===== src/rtl/uart_ctrl_pkg.sv =====
// Shared types and constants for the UART transmit control path.
package uart_ctrl_pkg;

  localparam int UART_BYTE_W          = 8;
  localparam int HOLD_TIMEOUT_DEFAULT = 50000;

  typedef enum logic [1:0] {
    IDLE,
    WAIT,
    HOLD
  } arb_state_t;

endpackage


===== src/rtl/rr_pick.sv =====
// Combinational round-robin priority encoder: first set request at or after
// the start pointer, wrapping around the request vector.
module rr_pick #(
  parameter int  NUM_REQ = 4,
  localparam int IW      = (NUM_REQ > 1) ? $clog2(NUM_REQ) : 1
) (
  input  logic [NUM_REQ-1:0] req,
  input  logic [IW-1:0]      start,
  output logic               found,
  output logic [IW-1:0]      index
);

  int pos;

  always_comb begin
    found = 1'b0;
    index = '0;
    pos   = 0;
    for (int k = 0; k < NUM_REQ; k++) begin
      pos = int'(start) + k;
      if (pos >= NUM_REQ) pos = pos - NUM_REQ;
      if (!found && req[pos[IW-1:0]]) begin
        found = 1'b1;
        index = pos[IW-1:0];
      end
    end
  end

endmodule


===== src/rtl/uart_tx_arbiter.sv =====
// Round-robin arbiter sharing one uart_tx among NUM_REQ byte producers, with
// message locking and a hold timeout so a stalled owner cannot block the line.
module uart_tx_arbiter
  import uart_ctrl_pkg::*;
#(
  parameter int  NUM_REQ      = 4,
  parameter int  HOLD_TIMEOUT = HOLD_TIMEOUT_DEFAULT,
  localparam int GW           = (NUM_REQ > 1) ? $clog2(NUM_REQ) : 1
) (
  input  logic                           clk,
  input  logic                           rst,
  input  logic [NUM_REQ-1:0]             req,
  input  logic [NUM_REQ-1:0]             req_last,
  input  logic [UART_BYTE_W*NUM_REQ-1:0] req_data,
  output logic [NUM_REQ-1:0]             req_ack,
  output logic                           tx_dv,
  output logic [UART_BYTE_W-1:0]         tx_byte,
  input  logic                           tx_active,
  input  logic                           tx_done,
  output logic                           grant_valid,
  output logic [GW-1:0]                  grant_id
);

  localparam int            CW        = $clog2(HOLD_TIMEOUT + 1);
  localparam logic [CW-1:0] HOLD_LAST = CW'(HOLD_TIMEOUT - 1);
  localparam logic [GW-1:0] LAST_ID   = GW'(NUM_REQ - 1);

  arb_state_t   state;
  logic [GW-1:0] rr_ptr;
  logic [CW-1:0] hold_cnt;
  logic          last_q;

  logic          pick_found;
  logic [GW-1:0] pick_idx;
  logic          issue_en;
  logic [GW-1:0] issue_id;
  logic [NUM_REQ-1:0] issue_onehot;
  logic [GW-1:0] next_ptr;

  rr_pick #(.NUM_REQ(NUM_REQ)) u_pick (
    .req   (req),
    .start (rr_ptr),
    .found (pick_found),
    .index (pick_idx)
  );

  // While locked only the current owner may issue; the tx_active gate in IDLE
  // covers a byte still draining from uart_tx after a reset.
  always_comb begin
    issue_id = (state == HOLD) ? grant_id : pick_idx;
    issue_en = 1'b0;
    if (state == IDLE)      issue_en = pick_found && !tx_active;
    else if (state == HOLD) issue_en = req[issue_id];
    issue_onehot           = '0;
    issue_onehot[issue_id] = 1'b1;
    next_ptr = (grant_id == LAST_ID) ? '0 : grant_id + 1'b1;
  end

  always_ff @(posedge clk) begin
    if (!rst) begin
      state       <= IDLE;
      rr_ptr      <= '0;
      hold_cnt    <= '0;
      last_q      <= 1'b0;
      req_ack     <= '0;
      tx_dv       <= 1'b0;
      tx_byte     <= '0;
      grant_valid <= 1'b0;
      grant_id    <= '0;
    end else begin
      req_ack <= '0;
      tx_dv   <= 1'b0;
      if (issue_en) begin
        tx_byte     <= req_data[issue_id*UART_BYTE_W +: UART_BYTE_W];
        tx_dv       <= 1'b1;
        req_ack     <= issue_onehot;
        grant_id    <= issue_id;
        grant_valid <= 1'b1;
        last_q      <= req_last[issue_id];
        state       <= WAIT;
      end else begin
        case (state)
          WAIT: begin
            if (tx_done) begin
              if (last_q) begin
                grant_valid <= 1'b0;
                rr_ptr      <= next_ptr;
                state       <= IDLE;
              end else begin
                hold_cnt <= '0;
                state    <= HOLD;
              end
            end
          end
          HOLD: begin
            if (hold_cnt >= HOLD_LAST) begin
              grant_valid <= 1'b0;
              rr_ptr      <= next_ptr;
              state       <= IDLE;
            end else begin
              hold_cnt <= hold_cnt + 1'b1;
            end
          end
          default: ;
        endcase
      end
    end
  end

endmodule


===== config.mk =====
export PLATFORM = sky130hd
export DESIGN_NAME = uart_tx_arbiter
export DESIGN_NICKNAME = d
export VERILOG_FILES = /design/src/rtl/uart_ctrl_pkg.sv /design/src/rtl/rr_pick.sv /design/src/rtl/uart_tx_arbiter.sv
export SDC_FILE = /design/constraint.sdc
export NUM_CORES = 1
export LEC_CHECK = 0
export ABC_AREA = 1
export CAP_MARGIN = 20
export CORE_ASPECT_RATIO = 0.5
export CORE_MARGIN = 1
export CORE_UTILIZATION = 45
export CTS_BUF_LIST = sky130_fd_sc_hd__clkbuf_4 sky130_fd_sc_hd__clkbuf_8 sky130_fd_sc_hd__clkbuf_16
export DETAILED_ROUTE_END_ITERATION = 12
export PLACE_DENSITY = 0.77
export SKIP_CTS_REPAIR_TIMING = 1
export SLEW_MARGIN = 20
export SYNTH_ARGS = -nofsm -noshare
export SYNTH_HDL_FRONTEND = slang
export SYNTH_SLANG_ARGS = --single-unit

===== constraint.sdc =====
create_clock -name clk -period 1.9 [get_ports clk]
set_input_delay 0.38 -clock clk [delete_from_list [all_inputs] [get_ports clk]]
set_output_delay 0.38 -clock clk [all_outputs]
set_load 0.01 [all_outputs]

==> reports/qor.yml, run 1 <==
critPathLaunch: "rr_ptr[0]"
wl_um: 7190
power_frac_clock_pct: 11.6
core-area_sq_um: 5130
start_util_pct: 48.7
dr.pass1.iters: 4
drc: 0
grt_overflow: 0
synthTopCellsByArea: "dfxtp_1 (30%), nand2_1 (25%), nor2_1 (6.3%)"
reg2reg_from: "rr_ptr[0]"
syn_area_per_cell_sq_um: 6.04
final_cells: 585
antenna_found_initial: 0
ys_types: 30
vias: 2933
async_flop_share_pct: 0
yosysTopAreaCellShare_pct: 29.6
placement.io_buffers: 59
numCtsBuffers: 5
syn_area_sq_um: 2500
synth_edf_count: 0
die_height_um: 54.7
violations: "negative setup slack"
maxSlewHeadroom_pct: 77.0
grt_first_pass_wirelength_um: 10600
r2r_setup_slack_ns: -0.36
yosys_warnings: 0
dp.cells: 572
worstPathMaxFanout: 10
grtUsageTotal_pct: 23.8
crit_arrival_ns: 2.51
die_w_um: 107
antenna_cells: 0
ys.flop_type: "dfxtp_1"
min_period_ns: 2.26
drv_cap: 0
yosysMostFrequentCell: "nand2_1"
leakage_nw: 1.72
drtIter0Drc: 123
crit-reg2reg-capture: "last_q"
drv_slew: 0
syn_nets: 463
p_int_mw: 2.63
peakVddDrop_v: 0.000661
rows: 18
worst_pin_slew_ns: 0.343
dp_hpwl_um: 4870
grt_max_degree: 23
area_delta_synth_final_pct: 50.8
ios: 60
p_per_area_nw_per_um2: 1310
finalWeightedCongestion: 0.932
grt_pass1_vias: 2451
drive_above_1_share_pct: 23.1
clockBufferDepth: 2
multi_input_area_sq_um: 1720
syn_inst: 414
endpoint_kind: "register"
cts-root-buf: "clkbuf_8"
synth_commonest_cells: "nand2_1 (168), nor2_1 (42), dfxtp_1 (37)"
pwr-share-comb_pct: 64.4
p_seq_share_pct: 24.0
hold_viol: 0
finish.utilization_pct: 73.5
nNetsFinal: 563
fmax_mhz: 442
cts_tree: "done"
period_share_pct: 119
routed_via_density: 5.01
power.switching_mw: 2.29
min_path_type: "reg2reg"
clk_pin_slew_ns: 0.07
critPathCapture: "last_q"
drtAntennaViolNets: 0
netSwitchingFraction_pct: 46.5
seqCellArea_sq_um: 751
worst_slack_ns: -0.361
post_drt_wl_per_cell_um: 12.3
finalSetupViolations: 37
skew_ns: 0.00637
clock_sinks: 37
critPathLaunchType: "register"
power_mw: 4.93
die_area_sq_um: 5880
yosysSeqAreaShare_pct: 29.6
critPathRequiredTime_ns: 2.15
synth_top_cell_by_area: "dfxtp_1"
htreeDepth: 2
r2r_cells: 20
rsz0062_at_grt: "true"
clock_latency_ns: 0.31
path_class: "reg2reg"
synth_seq_cells: 37
run_status: "finished, violations left"
nFillCells: 403
## power by group through the flow
stage	clock network [mW]	registers [mW]	logic (mW)
3_3_place_gp	0	1.18	2.78
5_1_grt	0.613	1.21	3.52
6_report	0.572	1.18	3.17
3_5_place_dp	0	1.17	2.79
4_1_cts	0.570	1.16	2.80
2_1_floorplan	0	1.20	1.73
## critical path: stages (launching register included)
cell and delay (ns):
dfxtp_4 0.37, buf_12 0.15, nand2_1 0.06, nand2_1 0.08, nand2_2 0.08, nand2_2 0.06
nor2_4 0.13, nand2_2 0.08, nor2_4 0.12, nand2_2 0.06, nand2_2 0.09, nor2_1 0.06
nor2_1 0.15, nand2_1 0.08, nand2_2 0.08, nand2_4 0.12, nand2_8 0.14, nand2_8 0.09
clkinv_8 0.07, nand2_1 0.06, nand2_1 0.07
## layout by cell type (no fill, tap or decap), types with 5 or more instances in the layout
| cell type | n |
|---|---|
| nand2_1 | 150 |
| clkdlybuf4s50_1 | 55 |
| nor2_1 | 39 |
| buf_4 | 39 |
| dfxtp_1 | 33 |
| inv_1 | 32 |
| nand4_1 | 23 |
| nand2_2 | 18 |
| nand3_1 | 17 |
| nor3_1 | 11 |
| a21oi_1 | 10 |
| o21ai_0 | 7 |
| nand2_4 | 6 |
| nor2_4 | 5 |
| a21oi_2 | 5 |
| clkbuf_8 | 5 |
## worst min-delay path by stage
| stage | from | end | slack (ns) | cells past startpoint |
|---|---|---|---|---|
| 6_report | tx_byte[0] | tx_byte[0] | 0.45 | 2 |
| 5_1_grt | tx_byte[6] | tx_byte[6] | 0.47 | 2 |
| 4_1_cts | tx_byte[0] | tx_byte[0] | 0.45 | 2 |
| 3_5_place_dp | tx_byte[7] | tx_byte[7] | 0.44 | 2 |
| 3_3_place_gp | tx_byte[1] | tx_byte[1] | 0.43 | 2 |
| 2_1_floorplan | last_q | last_q | 0.44 | 2 |
## kinds of logic (layout without fill, tap and decap cells)
logic type	after synthesis	in the layout	synth area share, %
AND/OR/NAND/NOR	285	287	49.9
buffers and inverters	54	153	9.70
AO/OA/AOI/OAI	30	30	7.25
XOR/XNOR	3	3	1.05
adder cells (fa/ha/maj)	5	5	2.50
flip-flops	37	37	29.6
## per-stage QoR
step	setup WS [ns]	hold WS, ns	instance area [sq um]	setup TNS [ns]
after floorplan	-0.0721	0.439	2540	-0.783
after global placement	-0.665	0.430	3450	-22.02
after detailed placement	-0.682	0.437	3450	-22.97
after CTS	-0.374	0.451	3530	-11.53
after global routing	-0.501	0.475	3770	-16.84
final	-0.361	0.450	3770	-10.97
## metal layers
| metal | GRT usage, % | wire length [um] | up-vias |
|---|---|---|---|
| li1 | - | - | 1521 |
| met1 | 29.5 | 3370 | 1321 |
| met2 | 41.6 | 3320 | 82 |
| met3 | 7.38 | 432 | 9 |
| met4 | 5.02 | 63 | 0 |
| met5 | 0 | 0 | - |
## sequential cells by signal, summed over array words and instances, names as in the netlist
signal and cells:
tx_dv 1, rr_ptr 2, grant_id 2, grant_valid 1, state 2, hold_cnt 16, last_q 1, tx_byte 8
req_ack 4
## cell type report
type / instances / area share (%)
Timing Repair inverter: 1 / 0.199
Timing Repair Buffer: 101 / 24.8
Inverter: 43 / 4.98
Clock buffer: 6 / 2.02
Clock inverter: 2 / 0.265
Sequential cell: 37 / 19.9
Tap cell: 70 / 2.32
Multi-Input combinational cell: 325 / 45.5
Note: power is estimated with default switching activity, not from simulation.
==> inputs of run 2 (changes only) <==
MAX_ROUTING_LAYER = met4   (was unset)
==> run 2 against run 1 <==
The flow still finishes with violations (negative setup slack). Non-clock buffer count did not move. Sequential cell count did not move. Die area did not move. Total power barely moved. Global-route usage rose by 0.74 points. Clock power barely moved. Sequential share of layout area did not move.
==> reports/qor.yml, run 2 (synthesis results as in run 1) <==
cts_tree: "done"  # unchanged
critPathRequiredTime_ns: 2.15  # about the same
critPathSlowestCell: "dfxtp_4"  # unchanged
ios: 60  # unchanged
critPathCapture: "last_q"  # unchanged
nNetsFinal: 563  # unchanged
fmax_mhz: 442  # about the same
min_period_ns: 2.26  # about the same
htreeDepth: 2  # unchanged
drtAntennaViolNets: 0  # unchanged
rsz0062_at_grt: "true"  # unchanged
crit-reg2reg-capture: "last_q"  # unchanged
setup-tns-final_ns: -11.03  # was -10.97 ns
endpoint_kind: "register"  # unchanged
r2r_setup_slack_ns: -0.36  # about the same
clock_latency_ns: 0.30  # was 0.31 ns
routed_via_density: 5.03  # was 5.01
vias: 2941  # was 2933
die_w_um: 107  # unchanged
r2r_cells: 20  # unchanged
path_class: "reg2reg"  # unchanged
antenna_cells: 0  # unchanged
clockBufferDepth: 2  # unchanged
critPathLaunchType: "register"  # unchanged
grt_overflow: 0  # unchanged
period_share_pct: 119  # about the same
crit_arrival_ns: 2.51  # about the same
regMostFlops: "hold_cnt"  # unchanged
violations: "negative setup slack"  # unchanged
start_util_pct: 48.7  # unchanged
finish.utilization_pct: 73.5  # unchanged
clk_pin_slew_ns: 0.07  # about the same
final_common_cell: "nand2_1"  # unchanged
peakVddDrop_v: 0.000660  # was 0.000661 V
finalSetupViolations: 37  # unchanged
skew_ns: 0.00622  # was 0.00637 ns
worstPathMaxFanout: 10  # unchanged
placement.io_buffers: 59  # unchanged
critPathLaunch: "rr_ptr[0]"  # unchanged
rows: 18  # unchanged
cts-root-buf: "clkbuf_8"  # unchanged
die_height_um: 54.7  # unchanged
drv_cap: 0  # unchanged
leakage_nw: 1.72  # unchanged
grtUsageTotal_pct: 24.5  # was 23.8%
clock_sinks: 37  # unchanged
power_mw: 4.92  # was 4.93 mW
run_status: "finished, violations left"  # unchanged
drtIter0Drc: 124  # was 123
numCtsBuffers: 5  # unchanged
area_delta_synth_final_pct: 50.8  # unchanged
die_area_sq_um: 5880  # unchanged
drive_above_1_share_pct: 23.1  # unchanged
min_path_type: "reg2reg"  # unchanged
reg2reg_from: "rr_ptr[0]"  # unchanged
worst_slack_ns: -0.362  # was -0.361 ns
wl_um: 7190  # about the same
largest_register_ffs: 16  # unchanged
drc: 0  # unchanged
worst_pin_slew_ns: 0.343  # about the same
dp_hpwl_um: 4870  # unchanged
dr.pass1.iters: 5  # was 4
antenna_found_initial: 0  # unchanged
drv_slew: 0  # unchanged
grt_first_pass_wirelength_um: 10600  # unchanged
grt_max_degree: 23  # unchanged
core-area_sq_um: 5130  # unchanged
reg_top3: "hold_cnt (16), tx_byte (8), req_ack (4)"  # unchanged
layout_common_cells: "nand2_1 (150), clkdlybuf4s50_1 (55), nor2_1 (39), buf_4 (39), dfxtp_1 (33)"  # unchanged
post_drt_wl_per_cell_um: 12.3  # about the same
cp_cell_sequence: "buf_12 -> nand2_1 -> nand2_1 -> nand2_2 -> nand2_2 -> nor2_4 -> nand2_2 -> nor2_4 -> nand2_2 -> nand2_2 -> nor2_1 -> nor2_1 -> nand2_1 -> nand2_2 -> nand2_4 -> nand2_8 -> nand2_8 -> clkinv_8 -> nand2_1 -> nand2_1"  # unchanged
maxSlewHeadroom_pct: 77.0  # about the same
cpPeakStageDelay_ns: 0.37  # about the same
p_per_area_nw_per_um2: 1310  # about the same
path_common_cell: "nand2_2"  # unchanged
grt_pass1_vias: 2451  # unchanged
hold_viol: 0  # unchanged
finalWeightedCongestion: 0.948  # was 0.932
-- run 2: cell counts in the layout (fill, tap and decap cells not counted) --
No cell type changed its count.
-- run 2: final cells by class --
cell class / instances / area (sq um)
Multi-Input combinational cell: 325 / 1720
Fill cell: 403 / 1360
Timing Repair inverter: 1 / 7.51
Inverter: 43 / 188
Sequential cell: 37 / 751
Tap cell: 70 / 87.6
Clock buffer: 6 / 76.3
Clock inverter: 2 / 10.0
Timing Repair Buffer: 101 / 936
-- run 2: metal layers --
| metal | track usage, % | routed length, um | vias to the layer above |
|---|---|---|---|
| met5 | - | 0 | - |
| met4 | 5.02 | 67 | 0 |
| met3 | 7.02 | 428 | 8 |
| met2 | 41.6 | 3310 | 88 |
| met1 | 29.7 | 3380 | 1323 |
| li1 | - | - | 1522 |
-- run 2: worst min path at each step --
| stage | start | end | slack [ns] | cells after the start |
|---|---|---|---|---|
| 6_report | tx_byte[0] | tx_byte[0] | 0.45 | 2 |
| 5_1_grt | tx_byte[6] | tx_byte[6] | 0.47 | 2 |
| 4_1_cts | tx_byte[0] | tx_byte[0] | 0.45 | 2 |
| 3_5_place_dp | tx_byte[7] | tx_byte[7] | 0.44 | 2 |
| 3_3_place_gp | tx_byte[1] | tx_byte[1] | 0.43 | 2 |
| 2_1_floorplan | last_q | last_q | 0.44 | 2 |
-- run 2: report_power, final --
group	switching [mW]	leakage, nW	internal (mW)
combinational	1.81	1.37	1.36
clock	0.302	0.0484	0.269
sequential	0.174	0.304	1.01
total	2.29	1.72	2.63
-- run 2: stage by stage --
stage               cells  instance area, sq um  worst slack (ns)  hold WS, ns
detailed placement    572                  3450            -0.682        0.437
global placement      572                  3450            -0.665        0.430
finish                585                  3770            -0.362        0.450
global route          585                  3770            -0.501        0.475
floorplan             414                  2540           -0.0721        0.439
CTS                   580                  3530            -0.374        0.451
-- run 2: worst max-delay path, delay by kind of cell (launching register included) --
family | cells | cell delay (ns)
buffers and inverters | 2 | 0.22
flip-flops | 1 | 0.37
AND/OR/NAND/NOR | 18 | 1.61
==> inputs of run 3 (changes only) <==
SKIP_LAST_GASP = 1   (was unset)
SLEW_MARGIN = unset   (was 20)
==> run 3 against run 2 <==
The run still ends with negative setup slack left. Wire length shrank 0.89%. Total power is 0.18% lower. Critical path depth is the same. Critical path type unchanged.
==> reports/qor.yml, run 3 (synthesis results as in run 1) <==
run_status: "finished, violations left"  # unchanged
violations: "negative setup slack"  # unchanged
grt_max_degree: 23  # unchanged
grt_pass1_vias: 2451  # unchanged
period_share_pct: 119  # about the same
finalSetupViolations: 37  # unchanged
clock_latency_ns: 0.31  # was 0.30 ns
drc: 0  # unchanged
ios: 60  # unchanged
critPathTopFamily: "simple AND/OR/NAND/NOR gates"  # unchanged
hold_viol: 0  # unchanged
grtUsageTotal_pct: 24.5  # unchanged
min_path_type: "reg2reg"  # unchanged
cts_tree: "done"  # unchanged
maxSlewHeadroom_pct: 76.6  # was 77.0%
worst_slack_ns: -0.363  # was -0.362 ns
leakage_nw: 1.72  # about the same
nNetsFinal: 563  # unchanged
die_height_um: 54.7  # unchanged
dr.pass1.iters: 4  # was 5
clk_pin_slew_ns: 0.07  # about the same
grt_overflow: 0  # unchanged
p_per_area_nw_per_um2: 1310  # about the same
area_delta_synth_final_pct: 50.3  # was 50.8%
crit_buf_inv: 2  # unchanged
antenna_cells: 0  # unchanged
clockBufferDepth: 2  # unchanged
critPathRequiredTime_ns: 2.15  # about the same
min_period_ns: 2.26  # about the same
cp_cell_sequence: "buf_12 -> nand2_1 -> nand2_1 -> nand2_2 -> nand2_2 -> nor2_4 -> nand2_2 -> nor2_4 -> nand2_2 -> nand2_2 -> nor2_1 -> nor2_1 -> nand2_1 -> nand2_2 -> nand2_4 -> nand2_8 -> nand2_8 -> clkinv_8 -> nand2_1 -> nand2_1"  # unchanged
die_area_sq_um: 5880  # unchanged
grt_first_pass_wirelength_um: 10600  # unchanged
placement.io_buffers: 59  # unchanged
critPathLaunchType: "register"  # unchanged
cts-root-buf: "clkbuf_8"  # unchanged
numCtsBuffers: 5  # unchanged
power.switching_mw: 2.29  # about the same
crit_arrival_ns: 2.51  # about the same
core-area_sq_um: 5130  # unchanged
drive_above_1_share_pct: 22.3  # was 23.1%
drv_slew: 0  # unchanged
drtIter0Drc: 115  # was 124
drv_cap: 0  # unchanged
vias: 2929  # was 2941
antenna_found_initial: 0  # unchanged
regMostFlops: "hold_cnt"  # unchanged
reg_top3: "hold_cnt (16), tx_byte (8), req_ack (4)"  # unchanged
dp_hpwl_um: 4870  # unchanged
cpPeakStageDelay_ns: 0.37  # about the same
dpl_cell_area_sq_um: 3450  # unchanged
rows: 18  # unchanged
routed_via_density: 5.01  # was 5.03
htreeDepth: 2  # unchanged
drtAntennaViolNets: 0  # unchanged
worst_pin_slew_ns: 0.349  # was 0.343 ns
wl_um: 7120  # was 7190 um
fmax_mhz: 442  # about the same
path_class: "reg2reg"  # unchanged
rsz0062_at_grt: "true"  # unchanged
fin_area_sq_um: 3760  # was 3770 sq um
pwr-share-comb_pct: 64.3  # was 64.4%
power_frac_clock_pct: 11.7  # was 11.6%
die_w_um: 107  # unchanged
start_util_pct: 48.7  # unchanged
layout_common_cells: "nand2_1 (151), clkdlybuf4s50_1 (55), nor2_1 (39), buf_4 (39), dfxtp_1 (34)"  # was nand2_1 (150), clkdlybuf4s50_1 (55), nor2_1 (39), buf_4 (39), dfxtp_1 (33)
peakVddDrop_v: 0.000661  # was 0.000660 V
post_drt_wl_per_cell_um: 12.2  # was 12.3 um
path_common_cell: "nand2_2"  # unchanged
finalWeightedCongestion: 0.948  # unchanged
skew_ns: 0.00561  # was 0.00622 ns
clock_sinks: 37  # unchanged
power_mw: 4.92  # about the same
p_seq_share_pct: 24.0  # about the same
p_int_mw: 2.63  # about the same
critPathSlowestCell: "dfxtp_4"  # unchanged
largest_register_ffs: 16  # unchanged
final_common_cell: "nand2_1"  # unchanged
endpoint_kind: "register"  # unchanged
netSwitchingFraction_pct: 46.5  # about the same
worstPathMaxFanout: 10  # unchanged
-- run 3: cell counts in the layout (fill, tap and decap cells not counted) --
No cell type changed its count.
-- run 3: layout make-up --
class	count	area [sq um]
multi-input combinational	325	1710
fill	406	1370
timing repair buffer	101	936
sequential	37	749
inverter	43	188
tap	70	87.6
clock buffer	6	76.3
clock inverter	2	10.0
timing repair inverter	1	7.51
-- run 3: path summary, 6_finish.rpt --
kind,from,end,slack (ns),depth (start not counted)
setup / recovery,rr_ptr[0],last_q,-0.36,20
hold reg to reg,tx_byte[0],tx_byte[0],0.45,2
setup reg to reg,rr_ptr[0],last_q,-0.36,20
hold / removal,tx_byte[0],tx_byte[0],0.45,2
-- run 3: power groups by stage --
stage	Sequential [mW]	Clock, mW	Combinational (mW)
6_report	1.18	0.575	3.16
5_1_grt	1.21	0.613	3.51
4_1_cts	1.16	0.570	2.80
3_5_place_dp	1.17	0	2.79
3_3_place_gp	1.18	0	2.78
2_1_floorplan	1.20	0	1.73
-- run 3: metal layers --
metal | share of wire, % | global-route usage (%) | wire length [um]
met1 | 46 | 29.7 | 3270
met2 | 46 | 41.6 | 3310
met3 | 6.6 | 7.02 | 467
met4 | 1.0 | 5.02 | 72
met5 | 0 | - | 0
-- run 3: metrics by stage --
step           setup WS, ns  instances  hold slack (ns)  setup TNS [ns]  util, %
3_5_place_dp         -0.682        572            0.437          -22.97     67.1
2_1_floorplan       -0.0721        414            0.439          -0.783        -
6_report             -0.363        585            0.450          -10.96     73.2
5_1_grt              -0.501        585            0.475          -16.87     73.2
4_1_cts              -0.374        580            0.451          -11.53     68.8
3_3_place_gp         -0.665        572            0.430          -22.02     67.1
-- run 3: worst register-to-register path, delay by kind of cell, from the launching register on --
family                 cells  cell delay (ns)
AND/OR/NAND/NOR           18             1.62
flip-flops                 1             0.37
buffers and inverters      2             0.22
